File: src/rtl/mul_pkg.sv
// Shared encodings for the sequential Booth multiplier family.
package mul_pkg;

    // Controller states: idle, iterating, one-cycle result strobe.
    typedef enum logic [1:0] {
        ST_IDLE = 2'b00,
        ST_RUN  = 2'b01,
        ST_DONE = 2'b10
    } state_t;

    // Booth recoding of the pair {A[0], E}.
    localparam logic [1:0] BOOTH_ADD = 2'b01;
    localparam logic [1:0] BOOTH_SUB = 2'b10;

endpackage

File: src/rtl/booth_step.sv
// One radix-2 Booth iteration: conditional add/sub on the upper half,
// then an arithmetic right shift of the whole accumulator.
module booth_step
    import mul_pkg::*;
#(
    parameter int WIDTH = 32
) (
    input  logic [2*WIDTH+1:0] acc,
    input  logic               e,
    input  logic [WIDTH:0]     mcand_ext,
    output logic [2*WIDTH+1:0] acc_next,
    output logic               e_next
);

    logic [WIDTH:0] upper;
    logic [WIDTH:0] sum;

    // Recode {A[0],E}, update the upper half (carry-out dropped), then shift.
    always_comb begin
        upper = acc[2*WIDTH+1:WIDTH+1];
        sum   = upper;
        case ({acc[0], e})
            BOOTH_ADD: sum = upper + mcand_ext;
            BOOTH_SUB: sum = upper - mcand_ext;
            default:   sum = upper;
        endcase
        acc_next = {sum[WIDTH], sum, acc[WIDTH:1]};
        e_next   = acc[0];
    end

endmodule

File: src/rtl/seq_booth_mul.sv
// Multi-cycle radix-2 Booth multiplier, signed or unsigned per operation.
//
// Handshake: start is sampled only while busy=0 (IDLE or DONE). The edge
// that samples start=1 latches signed_mode/mcand/mplier and raises busy.
// busy stays high for WIDTH+1 cycles; start seen while busy is ignored.
// done then pulses for exactly one cycle and product is valid from that
// cycle until the next result is written. A start seen in the DONE cycle
// is accepted, so multiplies can run back-to-back.
module seq_booth_mul
    import mul_pkg::*;
#(
    parameter int WIDTH = 32
) (
    input  logic               clock,
    input  logic               clear_n,
    input  logic               start,
    input  logic               signed_mode,
    input  logic [WIDTH-1:0]   mcand,
    input  logic [WIDTH-1:0]   mplier,
    output logic               busy,
    output logic               done,
    output logic [2*WIDTH-1:0] product
);

    localparam int CNT_W = $clog2(WIDTH + 2);
    localparam logic [CNT_W-1:0] LAST_CNT = CNT_W'(WIDTH);

    state_t             state;
    state_t             state_next;
    logic [2*WIDTH+1:0] acc;
    logic               e;
    logic [CNT_W-1:0]   cnt;
    logic [WIDTH:0]     mcand_q;
    logic [2*WIDTH+1:0] acc_step;
    logic               e_step;
    logic               accept;
    logic [WIDTH:0]     mcand_ext;
    logic [WIDTH:0]     mplier_ext;

    // Operand extension to WIDTH+1 bits so unsigned values stay positive.
    always_comb begin
        mcand_ext  = signed_mode ? {mcand[WIDTH-1], mcand}   : {1'b0, mcand};
        mplier_ext = signed_mode ? {mplier[WIDTH-1], mplier} : {1'b0, mplier};
    end

    assign accept = start && (state != ST_RUN);
    assign busy   = (state == ST_RUN);
    assign done   = (state == ST_DONE);

    booth_step #(.WIDTH(WIDTH)) u_step (
        .acc       (acc),
        .e         (e),
        .mcand_ext (mcand_q),
        .acc_next  (acc_step),
        .e_next    (e_step)
    );

    // State register.
    always_ff @(posedge clock) begin
        if (!clear_n) state <= ST_IDLE;
        else          state <= state_next;
    end

    // Next-state logic: RUN for WIDTH+1 iterations, DONE for one cycle.
    always_comb begin
        state_next = state;
        case (state)
            ST_IDLE: if (start) state_next = ST_RUN;
            ST_RUN:  if (cnt == LAST_CNT) state_next = ST_DONE;
            ST_DONE: state_next = start ? ST_RUN : ST_IDLE;
            default: state_next = ST_IDLE;
        endcase
    end

    // Datapath: load on accept, iterate in RUN, capture product on the last step.
    always_ff @(posedge clock) begin
        if (!clear_n) begin
            acc     <= '0;
            e       <= 1'b0;
            cnt     <= '0;
            mcand_q <= '0;
            product <= '0;
        end else if (accept) begin
            acc     <= {{(WIDTH+1){1'b0}}, mplier_ext};
            e       <= 1'b0;
            cnt     <= '0;
            mcand_q <= mcand_ext;
        end else if (state == ST_RUN) begin
            acc <= acc_step;
            e   <= e_step;
            cnt <= cnt + CNT_W'(1);
            if (cnt == LAST_CNT) product <= acc_step[2*WIDTH-1:0];
        end
    end

endmodule

File: config.mk
export PLATFORM = sky130hd
export DESIGN_NAME = seq_booth_mul
export DESIGN_NICKNAME = d
export VERILOG_FILES = /design/src/rtl/mul_pkg.sv /design/src/rtl/booth_step.sv /design/src/rtl/seq_booth_mul.sv
export SDC_FILE = /design/constraint.sdc
export NUM_CORES = 1
export LEC_CHECK = 0
export ABC_AREA = 1
export CAP_MARGIN = 30
export CORE_MARGIN = 1
export CORE_UTILIZATION = 28
export DETAILED_ROUTE_END_ITERATION = 10
export GPL_TIMING_DRIVEN = 0
export PLACE_DENSITY_LB_ADDON = 0.12
export SETUP_SLACK_MARGIN = 0.1
export SLEW_MARGIN = 20
export SYNTH_ARGS = -nofsm -noshare
export SYNTH_HDL_FRONTEND = slang
export SYNTH_SLANG_ARGS = --single-unit
File: constraint.sdc
create_clock -name clock -period 2.6 [get_ports clock]
set_input_delay 0.52 -clock clock [delete_from_list [all_inputs] [get_ports clock]]
set_output_delay 0.52 -clock clock [all_outputs]
set_load 0.02 [all_outputs]
==> impl_metrics.py, run 1 <==
metrics = {
    "outcome": {
        "status": "finished, violations left",
        "violations": "setup timing",
    },
    "routing": {
        "routed_wl_mm": 37.2,
        "drt_iter0_markers": 545,
        "drc": 0,
        "vias": 10420,
        "wire_per_inst_um": 16.7,
        "ant_nets": 0,
        "drt_pass1_iterations": 5,
        "drt-vias-per-instance": 4.69,
    },
    "layout": {
        "diodes": 0,
        "fin_nets": 1856,
        "finish.utilization": 0.413,
        "syn_to_final_growth_pct": 45.2,
        "drive_above_1_share": 0.244,
    },
    "logic_synthesis": {
        "synth_area_um2": 10100,
        "async_flop_share": 0,
        "synth_ff_type": "dfxtp_1",
        "synth_fp_nets": 1657,
        "ys_seq_area_frac": 0.339,
        "ys_ff_latch": 171,
        "ys_types": 44,
        "syn-mean-instance-area_um2": 6.51,
        "yosys_warnings": 0,
        "synth_edf_count": 0,
        "synth_cells": 1552,
    },
    "timing": {
        "min_period_ns": 3.00,
        "clock_skew_ns": 0.0148,
        "timing.hold.ws_ns": 0.471,
        "worstMarginPinSlew_ns": 0.822,
        "rsz0062_at_grt": "yes",
        "setup_ws_ns": -0.395,
        "hold_viol_final": 0,
        "finalMaxSlewViolations": 0,
        "setup_viol": 54,
        "fmax_mhz": 334,
        "relSlewSlack": 0.452,
        "post-route-period-util": 1.15,
        "setup_tns_ns": -13.90,
    },
    "clock_tree": {
        "clockBufferDepth": 2,
        "cts_tree": "done",
        "cts.sinks": 171,
        "root_buffer": "clkbuf_16",
        "cts.clk_slew.worst_paths_ns": 0.07,
        "numCtsBuffers": 17,
        "cts_max_level": 4,
        "clk_latency_ns": 0.45,
    },
    "worst_setup_path": {
        "worstSetupPathType": "flop to flop",
        "cp.arrival_ns": 3.35,
        "start_kind": "flop",
        "worstPathRequired_ns": 2.96,
        "cp_max_fo": 6,
        "r2r_start": "mcand_q[2]$_SDFFE_PN0P_",
        "crit_start": "mcand_q[2]$_SDFFE_PN0P_",
        "cp-end-kind": "flop",
    },
    "global_routing": {
        "grt_pass1_vias": 9941,
        "globalRouteOverflowTotal": 0,
        "gr-usage-all-layers": 0.203,
        "antenna_found_initial": 1,
        "grt_max_degree": 17,
        "grt_pass1_wl_mm": 56.0,
    },
    "place": {
        "post-place-ws_ns": -0.780,
        "gp_congestion": 0.910,
        "hpwl_mm": 28.1,
        "port-buffer-count": 133,
    },
    "floorplanning": {
        "chipWidth_um": 192,
        "die_h_um": 192,
        "die_area_um2": 36900,
        "core_area_um2": 35600,
        "initial_core_util": 0.284,
        "rows": 69,
        "boundaryPins": 134,
    },
    "power": {
        "ir_drop_uv": 489,
        "p_per_area_nw_per_um2": 550,
        "power_leakage_nw": 6.70,
    },
    "run": {
        "cap_violations": 0,
    },
    "worst_hold_path": {
        "hold_class": "flop to flop",
        "min-delay-start": "cnt[5]$_SDFFE_PP0P_",
    },
}
## repair_timing
action | CTS | global route
gates cloned | 0 | 2
resized for setup | 179 | 197
buffers inserted | 21 | 24
endpoints found under the setup margin | 63 | 60
hold buffers | 0 | 0
pin swaps | 64 | 67
## final cells by class
type                       count  area [um2]
multi-input combinational   1035        6900
inverter                     283        1090
clock buffer                  20         457
sequential                   171        3440
clock inverter                11         158
fill                        3790       20900
tap                          461         577
timing repair buffer         180        1720
buffer                        63         335
## worst max-delay path, cell delays in order (launching register included)
cell	delay, ns
dfxtp_4	0.35
nor3_4	0.21
nand3_2	0.14
nor2_4	0.18
nand3_4	0.12
clkinv_4	0.11
a41oi_1	0.15
xor2_1	0.22
ha_2	0.45
nand2_2	0.09
nor2_1	0.16
nand2_1	0.09
nor2_1	0.13
nand2_2	0.09
nand2_1	0.07
nand2_1	0.06
nand3_2	0.11
nand3_4	0.10
nand2_1	0.08
inv_1	0.03
## layer usage
metal	GRT usage	share of wire	vias up
met1	0.272	0.48	4878
li1	-	-	5296
met2	0.323	0.45	201
met3	0.0406	0.043	43
met4	0.0660	0.022	2
met5	0	0.00040	-
## kinds of logic (layout without fill, tap and decap cells)
group / count (synthesis) / count (layout) / synth area share
AOI/OAI and AO/OA: 270 / 270 / 0.159
xor gates and xnor gates: 35 / 35 / 0.0303
adders and majority gates: 37 / 37 / 0.0465
buffers and inverters: 346 / 557 / 0.133
DFF: 171 / 171 / 0.339
and+or+nand+nor: 693 / 693 / 0.293
## placed cells by master (no fill, tap or decap), types with 17 or more instances in the layout
master           instances
nand2_1                259
inv_1                  248
nor2_1                 187
dfxtp_1                166
clkdlybuf4s50_1        132
nand2_2                 60
a21oi_1                 56
o21ai_0                 48
nand3_1                 47
buf_4                   44
nand3_2                 36
o21ai_1                 31
clkbuf_1                30
nand2_4                 30
inv_2                   28
o221ai_1                28
a211oi_1                28
ha_4                    27
buf_2                   24
a21oi_2                 20
clkbuf_16               19
xor2_1                  18
nor2_2                  17
## path summary, 6_finish.rpt
check,to,slack (ns),cells past startpoint
setup / recovery,product[63]$_SDFFE_PN0P_,-0.40,19
hold / removal,cnt[5]$_SDFFE_PP0P_,0.47,2
setup reg to reg,product[63]$_SDFFE_PN0P_,-0.40,19
hold reg to reg,cnt[5]$_SDFFE_PP0P_,0.47,2
## Yosys cell counts, types with 2 or more instances
cell type	count	area share
o211ai_1	11	0.0082
a31oi_1	2	0.0012
xor2_1	30	0.026
clkbuf_1	30	0.011
inv_2	7	0.0026
a41oi_1	3	0.0026
ha_1	36	0.045
nand3_1	82	0.041
nor3_1	9	0.0045
or2_1	3	0.0019
nand3b_1	7	0.0052
nor3_2	4	0.0040
nand3_2	6	0.0059
or2_2	4	0.0025
a21oi_1	85	0.042
o21ai_1	9	0.0045
dfxtp_1	171	0.34
nor2_4	2	0.0022
inv_1	275	0.10
nor3b_1	2	0.0015
xnor2_1	5	0.0043
o21bai_1	5	0.0037
nand2_1	330	0.12
o31ai_1	2	0.0015
nor2_2	5	0.0031
buf_2	25	0.012
nor2_8	2	0.0040
a21o_1	2	0.0015
o221ai_1	28	0.024
nor2_1	213	0.079
buf_4	4	0.0030
buf_1	4	0.0015
a211oi_1	28	0.021
nand2_2	19	0.012
o21ai_0	88	0.044
o22ai_1	4	0.0025
nand4_1	3	0.0019
## power by group
| group | switching [W] | leakage (nW) | internal [W] |
|---|---|---|---|
| Combinational | 0.00149 | 5.02 | 0.00101 |
| Clock | 0.00118 | 0.288 | 0.00157 |
| Sequential | 0.0000946 | 1.40 | 0.00273 |
| Total | 0.00276 | 6.70 | 0.00531 |
## metrics by stage
step           cells  total power, W  instance area [um2]
2_1_floorplan   1552         0.00403                10300
4_1_cts         2198         0.00770                13700
3_5_place_dp    2146         0.00460                12200
3_3_place_gp    2146         0.00459                12200
5_1_grt         2224         0.00844                14700
6_report        2224         0.00807                14700
## flip-flops by register name (all words and copies together) (netlist names)
register,flops
mcand_q,33
e,1
state,2
product,64
cnt,6
acc,65
Power figures use the tool's default switching activity.
==> run 2: changes to the inputs <==
--- a/config.mk
+++ b/config.mk
@@ -7,6 +7,7 @@
 export LEC_CHECK = 0
 export ABC_AREA = 1
 export CAP_MARGIN = 30
+export CORE_ASPECT_RATIO = 0.6
 export CORE_MARGIN = 1
 export CORE_UTILIZATION = 28
 export DETAILED_ROUTE_END_ITERATION = 10
==> impl_metrics.py, run 2 (same netlist as run 1, synthesis figures left out) <==
metrics = {
    "timing": {
        "post-route-period-util": 1.18,
        "min_period_ns": 3.08,
        "rsz0062_at_grt": "yes",
        "clock_skew_ns": 0.0118,
        "timing.hold.ws_ns": 0.466,
        "setup_tns_ns": -15.68,
        "setup_viol": 51,
        "setup_ws_ns": -0.479,
        "fmax_mhz": 325,
        "relSlewSlack": 0.542,
        "finalMaxSlewViolations": 0,
        "hold_viol_final": 0,
        "worstMarginPinSlew_ns": 0.687,
    },
    "clock_tree": {
        "cts_hold_buf": 0,
        "cts.clk_slew.worst_paths_ns": 0.07,
        "cts_max_level": 4,
        "cts.sinks": 171,
        "clk_latency_ns": 0.47,
        "cts_tree": "done",
        "root_buffer": "clkbuf_16",
        "clockBufferDepth": 2,
        "numCtsBuffers": 17,
    },
    "worst_setup_path": {
        "worstSetupPathType": "flop to flop",
        "reg2reg_setup_slack_ns": -0.48,
        "rr_worst_depth": 23,
        "cp-end-kind": "flop",
        "cp_max_fo": 3,
        "worstPathRequired_ns": 2.97,
        "r2r_start": "mcand_q[0]$_SDFFE_PN0P_",
        "start_kind": "flop",
        "crit_start": "mcand_q[0]$_SDFFE_PN0P_",
        "cp.arrival_ns": 3.44,
    },
    "routing": {
        "routed_wl_mm": 38.1,
        "drt_iter0_markers": 834,
        "ant_nets": 0,
        "drt-vias-per-instance": 4.74,
        "vias": 10699,
        "wire_per_inst_um": 16.9,
        "drt_pass1_iterations": 8,
        "drc": 6,
    },
    "layout": {
        "drive_above_1_share": 0.268,
        "finalNonFillerCells": 2256,
        "syn_to_final_growth_pct": 47.5,
        "reg_top3": "acc (65), product (64), mcand_q (33)",
        "mostFrequentLayoutCell": "nand2_1",
        "fin_nets": 1881,
        "final_cell_mix": "nand2_1, inv_1, nor2_1",
        "largest_reg_flops": 65,
        "diodes": 0,
        "top_register": "acc",
    },
    "global_routing": {
        "grt_pass1_wl_mm": 58.0,
        "grt_use_met1": 0.322,
        "met2_usage": 0.293,
        "grt_pass1_vias": 9995,
        "grt_max_degree": 21,
        "antenna_found_initial": 0,
        "use_met3": 0.0315,
        "globalRouteOverflowTotal": 0,
        "gr-usage-all-layers": 0.209,
        "grt_busiest_layer": "met1",
    },
    "floorplanning": {
        "die_h_um": 149,
        "boundaryPins": 134,
        "rows": 53,
        "initial_core_util": 0.287,
        "chipWidth_um": 247,
        "core_area_um2": 35300,
        "die_area_um2": 36900,
    },
    "place": {
        "dp_cells": 2152,
        "hpwl_mm": 29.1,
        "post-place-ws_ns": -0.712,
        "port-buffer-count": 133,
        "gp_congestion": 0.912,
    },
    "outcome": {
        "status": "finished, violations left",
        "violations": "DRC, setup timing",
    },
    "power": {
        "power_leakage_nw": 6.90,
        "p_per_area_nw_per_um2": 543,
        "ir_drop_uv": 538,
        "power_w": 0.00810,
    },
    "worst_hold_path": {
        "min-delay-start": "cnt[5]$_SDFFE_PP0P_",
        "whs_path_depth": 2,
        "hold_class": "flop to flop",
    },
    "run": {
        "cap_violations": 0,
    },
}
## run 2: what timing repair did
action | 4_1_cts | 5_1_grt
gates resized for setup | 297 | 109
buffers inserted | 52 | 20
pin swaps | 114 | 84
endpoints found under the setup margin | 60 | 61
cloned | 1 | 0
## run 2: final timing paths
| path | endpoint |
|---|---|
| worst max-delay path | product[58]$_SDFFE_PN0P_ |
| worst min-delay path | cnt[5]$_SDFFE_PP0P_ |
| worst max register to register | product[58]$_SDFFE_PN0P_ |
| worst min register to register | cnt[5]$_SDFFE_PP0P_ |
## run 2: worst max-delay path: stages, from the launching register on
cell and delay, ns:
dfxtp_4 0.37, inv_4 0.06, ha_4 0.15, nand2_4 0.05
nor2_4 0.13, nand3_4 0.11, nor2_4 0.17, nand3_4 0.11
nand2_4 0.13, buf_6 0.10, xor2_1 0.14, inv_1 0.09
ha_4 0.31, nand2_4 0.08, nor2_4 0.12, nand2_2 0.11
nor3_4 0.18, nand2_2 0.12, nand2_1 0.08, nand2_1 0.06
nand3_2 0.09, nand3_1 0.11, nand2_1 0.08, inv_1 0.03
## run 2: where the power goes
| part | switching [W] | total [W] | leakage [nW] | internal (W) |
|---|---|---|---|---|
| Combinational | 0.00151 | 0.00259 | 5.20 | 0.00109 |
| Sequential | 0.0000926 | 0.00282 | 1.40 | 0.00273 |
| Clock | 0.00137 | 0.00269 | 0.299 | 0.00132 |
| Total | 0.00297 | 0.00810 | 6.90 | 0.00513 |
## run 2: stage by stage
stage | util | area [um2]
2_1_floorplan | - | 10300
3_3_place_gp | 0.346 | 12200
3_5_place_dp | 0.346 | 12200
4_1_cts | 0.406 | 14300
5_1_grt | 0.423 | 14900
6_report | 0.423 | 14900
## run 2: per-layer routing
metal,up-vias,part of all wire
met2,216,0.41
met3,39,0.044
met1,5068,0.53
met4,0,0.017
li1,5376,-
met5,-,0
## run 2: final cells by class
| class | instances | area [um2] |
|---|---|---|
| repair buffers | 205 | 1990 |
| plain buffers | 63 | 335 |
| well taps | 467 | 584 |
| flip-flops and latches | 171 | 3430 |
| fillers | 3674 | 20400 |
| clock buffers | 17 | 425 |
| inverters | 283 | 1090 |
| multi-input cells | 1035 | 6870 |
| clock inverters | 15 | 189 |
